File: config.mk
export PLATFORM = sky130hd
export DESIGN_NAME = hv_stream_packer
export DESIGN_NICKNAME = d
export VERILOG_FILES = /design/src/rtl/hv_stream_packer.sv
export SDC_FILE = /design/constraint.sdc
export NUM_CORES = 2
export LEC_CHECK = 0
export CELL_PAD_IN_SITES_DETAIL_PLACEMENT = 2
export CELL_PAD_IN_SITES_GLOBAL_PLACEMENT = 2
export CORE_AREA = 2 2 503 455
export DETAILED_ROUTE_END_ITERATION = 8
export DIE_AREA = 0 0 505 457
export GPL_TIMING_DRIVEN = 0
export PLACE_DENSITY = 0.82
export SYNTH_ARGS = -nofsm -noshare
export SYNTH_HDL_FRONTEND = slang
export SYNTH_SLANG_ARGS = --single-unit
File: constraint.sdc
create_clock -name i_clk -period 41.9 [get_ports i_clk]
set_clock_uncertainty 0.1 [all_clocks]
set_input_delay 12.57 -clock i_clk [delete_from_list [all_inputs] [get_ports i_clk]]
set_output_delay 12.57 -clock i_clk [all_outputs]
set_load 0.05 [all_outputs]
File: src/rtl/hv_stream_packer.sv
// hv_stream_packer: captures 1024-bit hypervectors from a strobe-only upstream
// into a 2-entry ping-pong store and streams them out as OUT_W-bit AXI4-Stream
// beats, LSB word first, with job-level tlast and a sticky drop flag.
module hv_stream_packer #(
    parameter  int HV_W  = 1024,
    parameter  int OUT_W = 64,
    localparam int BEATS = HV_W / OUT_W
) (
    input  logic             i_clk,
    input  logic             i_rst_n,
    input  logic             i_start,
    input  logic [15:0]      i_cfg_num_hv,
    input  logic             i_clr_err,
    input  logic             i_hv_valid,
    input  logic [HV_W-1:0]  i_hv_data,
    output logic [OUT_W-1:0] o_m_axis_tdata,
    output logic             o_m_axis_tvalid,
    input  logic             i_m_axis_tready,
    output logic             o_m_axis_tlast,
    output logic             o_overflow,
    output logic             o_busy
);

    localparam int BW = (BEATS > 1) ? $clog2(BEATS) : 1;

    typedef enum logic {ST_IDLE = 1'b0, ST_SEND = 1'b1} state_t;

    state_t            r_state;
    state_t            w_state_next;
    logic [HV_W-1:0]   r_slot [2];
    logic              r_wr_ptr;
    logic              r_rd_ptr;
    logic [1:0]        r_occ;
    logic [BW-1:0]     r_beat;
    logic              r_busy;
    logic [15:0]       r_hv_idx;
    logic [15:0]       r_cfg_num;
    logic              r_overflow;
    logic              r_tvalid;
    logic              r_tlast;
    logic [OUT_W-1:0]  r_tdata;

    logic              w_fire;
    logic              w_pop;
    logic              w_push;
    logic              w_drop;
    logic [1:0]        w_occ_after_pop;
    logic [1:0]        w_occ_next;
    logic              w_rd_ptr_next;
    logic [BW-1:0]     w_beat_next;
    logic              w_busy_next;
    logic [15:0]       w_hv_idx_next;
    logic [15:0]       w_cfg_next;
    logic [15:0]       w_cfg_max_next;
    logic              w_tlast_next;
    logic [HV_W-1:0]   w_src_vec;
    logic [OUT_W-1:0]  w_words [BEATS];
    logic [OUT_W-1:0]  w_tdata_next;

    // A pop is acceptance of the final beat of the vector at the read side.
    // A full store still takes a new vector when a pop frees a slot this cycle.
    assign w_fire          = r_tvalid & i_m_axis_tready;
    assign w_pop           = w_fire & (r_beat == BW'(BEATS - 1));
    assign w_push          = i_hv_valid & ((r_occ != 2'd2) | w_pop);
    assign w_drop          = i_hv_valid & (r_occ == 2'd2) & ~w_pop;
    assign w_occ_after_pop = r_occ - {1'b0, w_pop};
    assign w_occ_next      = w_occ_after_pop + {1'b0, w_push};
    assign w_rd_ptr_next   = r_rd_ptr ^ w_pop;
    assign w_beat_next     = w_pop ? '0 : (w_fire ? r_beat + 1'b1 : r_beat);

    // When nothing remains stored after this cycle's pop, the vector to send
    // next is the one arriving right now, so bypass the slot write.
    assign w_src_vec = (w_occ_after_pop == 2'd0) ? i_hv_data : r_slot[w_rd_ptr_next];

    genvar gi;
    generate
        for (gi = 0; gi < BEATS; gi++) begin : g_words
            assign w_words[gi] = w_src_vec[gi*OUT_W +: OUT_W];
        end
    endgenerate

    assign w_tdata_next = w_words[w_beat_next];

    // Next state: leave IDLE on any pending vector, leave SEND only when drained.
    always_comb begin
        w_state_next = r_state;
        case (r_state)
            ST_IDLE: if ((r_occ != 2'd0) || w_push) w_state_next = ST_SEND;
            ST_SEND: if (w_pop && (w_occ_after_pop == 2'd0) && !w_push) w_state_next = ST_IDLE;
        endcase
    end

    // Job accounting: start restarts the count, the tlast beat ends the job.
    always_comb begin
        w_busy_next   = r_busy;
        w_hv_idx_next = r_hv_idx;
        w_cfg_next    = r_cfg_num;
        if (i_start) begin
            w_busy_next   = 1'b1;
            w_hv_idx_next = '0;
            w_cfg_next    = i_cfg_num_hv;
        end else if (w_fire && r_tlast) begin
            w_busy_next   = 1'b0;
            w_hv_idx_next = '0;
        end else if (w_pop && r_busy) begin
            w_hv_idx_next = r_hv_idx + 16'd1;
        end
        w_cfg_max_next = (w_cfg_next == 16'd0) ? 16'd1 : w_cfg_next;
        w_tlast_next   = (w_state_next == ST_SEND) && (w_beat_next == BW'(BEATS - 1))
                         && w_busy_next && (w_hv_idx_next == (w_cfg_max_next - 16'd1));
    end

    // Slot storage is data-only and deliberately not reset.
    always_ff @(posedge i_clk) begin
        if (w_push) r_slot[r_wr_ptr] <= i_hv_data;
    end

    // Control state and registered stream outputs.
    always_ff @(posedge i_clk or negedge i_rst_n) begin
        if (!i_rst_n) begin
            r_state    <= ST_IDLE;
            r_wr_ptr   <= 1'b0;
            r_rd_ptr   <= 1'b0;
            r_occ      <= 2'd0;
            r_beat     <= '0;
            r_busy     <= 1'b0;
            r_hv_idx   <= '0;
            r_cfg_num  <= '0;
            r_overflow <= 1'b0;
            r_tvalid   <= 1'b0;
            r_tlast    <= 1'b0;
            r_tdata    <= '0;
        end else begin
            r_state    <= w_state_next;
            r_wr_ptr   <= r_wr_ptr ^ w_push;
            r_rd_ptr   <= w_rd_ptr_next;
            r_occ      <= w_occ_next;
            r_beat     <= w_beat_next;
            r_busy     <= w_busy_next;
            r_hv_idx   <= w_hv_idx_next;
            r_cfg_num  <= w_cfg_next;
            r_tvalid   <= (w_state_next == ST_SEND);
            r_tlast    <= w_tlast_next;
            r_tdata    <= (w_state_next == ST_SEND) ? w_tdata_next : '0;
            if (w_drop) r_overflow <= 1'b1;
            else if (i_clr_err) r_overflow <= 1'b0;
        end
    end

    assign o_m_axis_tdata  = r_tdata;
    assign o_m_axis_tvalid = r_tvalid;
    assign o_m_axis_tlast  = r_tlast;
    assign o_overflow      = r_overflow;
    assign o_busy          = r_busy;

endmodule

==> out/metrics.cfg <==
[run_status]
status = finished, violations left
failed_checks = capacitance limit, slew limit

[finish]
final.fill_count = 21000
nNetsFinal = 9347
final_cells = 11800
layout-drive-gt1-share_pct = 11.3
final_non_filler_cell_area_um2 = 121000
signed_area_change_from_the_synthesized_netlist_to_the_final_layout_pct = 25.7

[synthesis]
syn-instance-count = 6882
netlist.top_cell.by_area = edfxtp_1
postSynthAreaPerCell_um2 = 14.0
synth-edff-count = 2048
syn_area_um2 = 96400
synthArstFlopShare_pct = 5.01
synth-warning-count = 0
synth.most_common_cell = edfxtp_1
synthDominantCellAreaShare_pct = 63.8
commonest_cells_in_the_synthesized_netlist = edfxtp_1, nand2_1, a21oi_1, nand3_1, clkbuf_1
leading_cell_types_by_total_area_after_synthesis = edfxtp_1, mux4_2, a21oi_1
synthDistinctLibCells = 80
postSynthRegisterBits = 2156
postSynthNetCount = 7935
synth.yosys.seq_area_share_pct = 66.6
yosys_most_used_dff = edfxtp_1

[worst_setup_path]
chain_of_cells_forming_the_critical_path = clkdlybuf4s50_1 -> and2_1 -> clkbuf_1 -> clkbuf_2 -> clkbuf_1 -> nand2_1 -> inv_1 -> ha_1 -> xnor2_1 -> nand2_1 -> clkbuf_1 -> clkbuf_1 -> clkbuf_2 -> clkbuf_1 -> a21oi_1 -> nor3_1 -> or4_1
timing_worst_setup_path_type = primary input to flip-flop
worst_ep_arrival_time_ns = 22.50
critical_path_required_ns = 42.63
cp_top_family = buffers and inverters
cpMostUsedCell = clkbuf_1
end_kind = flip-flop
critical_path.n_buffers_inverters = 9
crit_path_top_delay_cell = nor3_1
critPathMaxFanout = 11
worst_setup_path_start_kind = primary input
slowest_delay_ns = 1.31

[floorplanning]
die_area_um2 = 231000
rows = 166
die_height_um = 457
floorplan.core_area_um2 = 226000
chipWidth_um = 505
top_level_ports = 1114
start_util_pct = 42.6

[timing]
setup-violations-final = 0
drv_slew = 49
max-slew-margin-rel_pct = -15.6
max_freq_mhz = 45.9
hold_violations = 0
rsz_0062_raised_after_global_routing = false
final_min_period_over_clock_period_pct = 52.0
worst_slew_pin_slew_ns = 1.72
postLayoutSetupSlackWorst_ns = 20.13
clock_period_minus_final_worst_setup_slack_ns = 21.77
setup-tns-final_ns = 0

[run]
max-cap-violations = 12

[place]
numPortBuffers = 1113
finalWeightedCongestion = 0.947
place_ws_ns = 19.79
placed_area_um2 = 113000
post-dp-hpwl_um = 373000
placed_instances = 11100

[clock_tree]
clock_latency_ns = 0.93
clk_pin_slew_ns = 0.06
cts_made_buffers = 227
cts.htree.levels = 4
cts_tree = done
clockBufferDepth = 3
clock-sinks = 2156
cts_hold_buf = 0
clockRootBuffer = clkbuf_16
post_cts.resized_instances = 0
post-cts-setup-buffers = 0

[drt]
detailroute.via_count = 82300
drt_drc_violations_left = 0
wl_um = 536000
drt-pass1-iter-count = 6
wl_per_cell_um = 45.3
drt_first_iter_violations = 13900
drt-vias-per-instance = 6.96
final_antenna_net_count = 0

[global_route]
antenna_found_initial = 369
globalRouteMet1Util_pct = 51.8
gr-usage-met2_pct = 65.3
first_global_vias = 82800
grt_max_degree = 75
grtUsageTotal_pct = 43.4
use_met3_pct = 14.2
gr-total-overflow = 0
wire_length_of_the_first_global_routing_pass_um = 694000
grt_most_used_layer = met2

[worst_hold_path]
worst_hold_path_type = flip-flop to flip-flop

[power]
powerDensity_nw_per_um2 = 76.4
ir_worst_vdd_mv = 0.0567
p_leak_nw = 39.5

-- power by group --
group          internal (mW)  total (mW)  switching, mW
logic                   1.13        3.96           2.83
clock network           1.14        2.13          0.982
registers               2.95        3.17          0.219
total                   5.22        9.25           4.03
-- cells by family (layout without fill, tap and decap cells) --
family                     after synthesis  after routing  share of synthesized area [%]
DFF                                   2156           2156                           66.6
and+or+nand+nor                       1780           1780                           8.80
AOI/OAI and AO/OA                     1676           1676                           11.1
muxes                                  637            637                           10.7
buffers and inverters                  607           2216                           2.54
xor gates and xnor gates                19             19                          0.173
adders and majority gates                7              7                         0.0909
other                                    0            313                              0
-- path summary, 6_finish.rpt --
| kind | startpoint | to | slack [ns] | cells past startpoint |
|---|---|---|---|---|
| worst max-delay path | i_m_axis_tready | o_m_axis_tdata[29] | 20.13 | 17 |
| worst min-delay path | r_cfg_num[15] | r_cfg_num[15] | 0.42 | 2 |
| worst max register to register | o_m_axis_tvalid | o_m_axis_tdata[29] | 31.77 | 16 |
| worst min register to register | r_cfg_num[15] | r_cfg_num[15] | 0.42 | 2 |
| max in group asynchronous | i_rst_n | r_hv_idx[11] | 29.16 | 2 |
| min in group asynchronous | i_rst_n | o_m_axis_tdata[12] | 11.48 | 1 |
-- per-stage QoR --
| stage | hold slack (ns) | total power, mW | util (%) |
|---|---|---|---|
| finish | 0.422 | 9.25 | 53.6 |
| global route | 0.450 | 9.37 | 53.5 |
| CTS | 0.428 | 8.99 | 53.2 |
| detailed placement | 0.409 | 6.85 | 49.9 |
| global placement | 0.392 | 7.57 | 49.2 |
| floorplan | 0.369 | 5.60 | - |
-- flip-flops by register name (all words and copies together), names as in the netlist --
register         cells
o_overflow           1
o_m_axis_tvalid      1
r_beat               4
r_slot            2048
o_busy               1
r_rd_ptr             1
r_occ                2
o_m_axis_tdata      64
o_m_axis_tlast       1
r_wr_ptr             1
r_cfg_num           16
r_hv_idx            16
-- metal layers --
metal	vias up	wire, um
li1	30800	-
met4	150	51100
met3	1853	67400
met2	7003	237000
met1	42500	180000
met5	-	1000
-- worst reg2reg max path, cell delays in order, from the launching register on --
cell	delay (ns)
dfrtp_1	0.53
and2_1	0.28
clkbuf_1	0.61
clkbuf_2	0.78
clkbuf_1	0.83
nand2_1	0.29
inv_1	0.13
ha_1	0.18
xnor2_1	0.13
nand2_1	0.57
clkbuf_1	1.17
clkbuf_1	1.05
clkbuf_2	0.90
clkbuf_1	0.68
a21oi_1	0.18
nor3_1	1.31
or4_1	0.29
-- cell type report --
class	count	area [um^2]	area share, %
well taps	3024	3780	3.12
clock inverters	131	1320	1.09
plain buffers	585	2380	1.96
inverters	22	82.6	0.0682
flip-flops and latches	2156	64200	53.0
repair buffers	1183	12600	10.4
clock buffers	295	6110	5.04
diodes	313	783	0.647
multi-input cells	4119	29900	24.7
-- cells in the final DEF, fill, tap and decap left out, drive strengths merged, types with 140 or more instances in the layout --
cell / instances
clkbuf: 732
edfxtp: 2048
a211oi: 140
o221ai: 210
mux4: 301
nand3: 480
diode: 313
nand2: 658
o21ai: 260
nor3: 173
mux2i: 226
o22ai: 222
clkdlybuf4s50: 1112
a21oi: 548
o211ai: 160
buf: 219
Note: power is estimated with default switching activity, not from simulation.
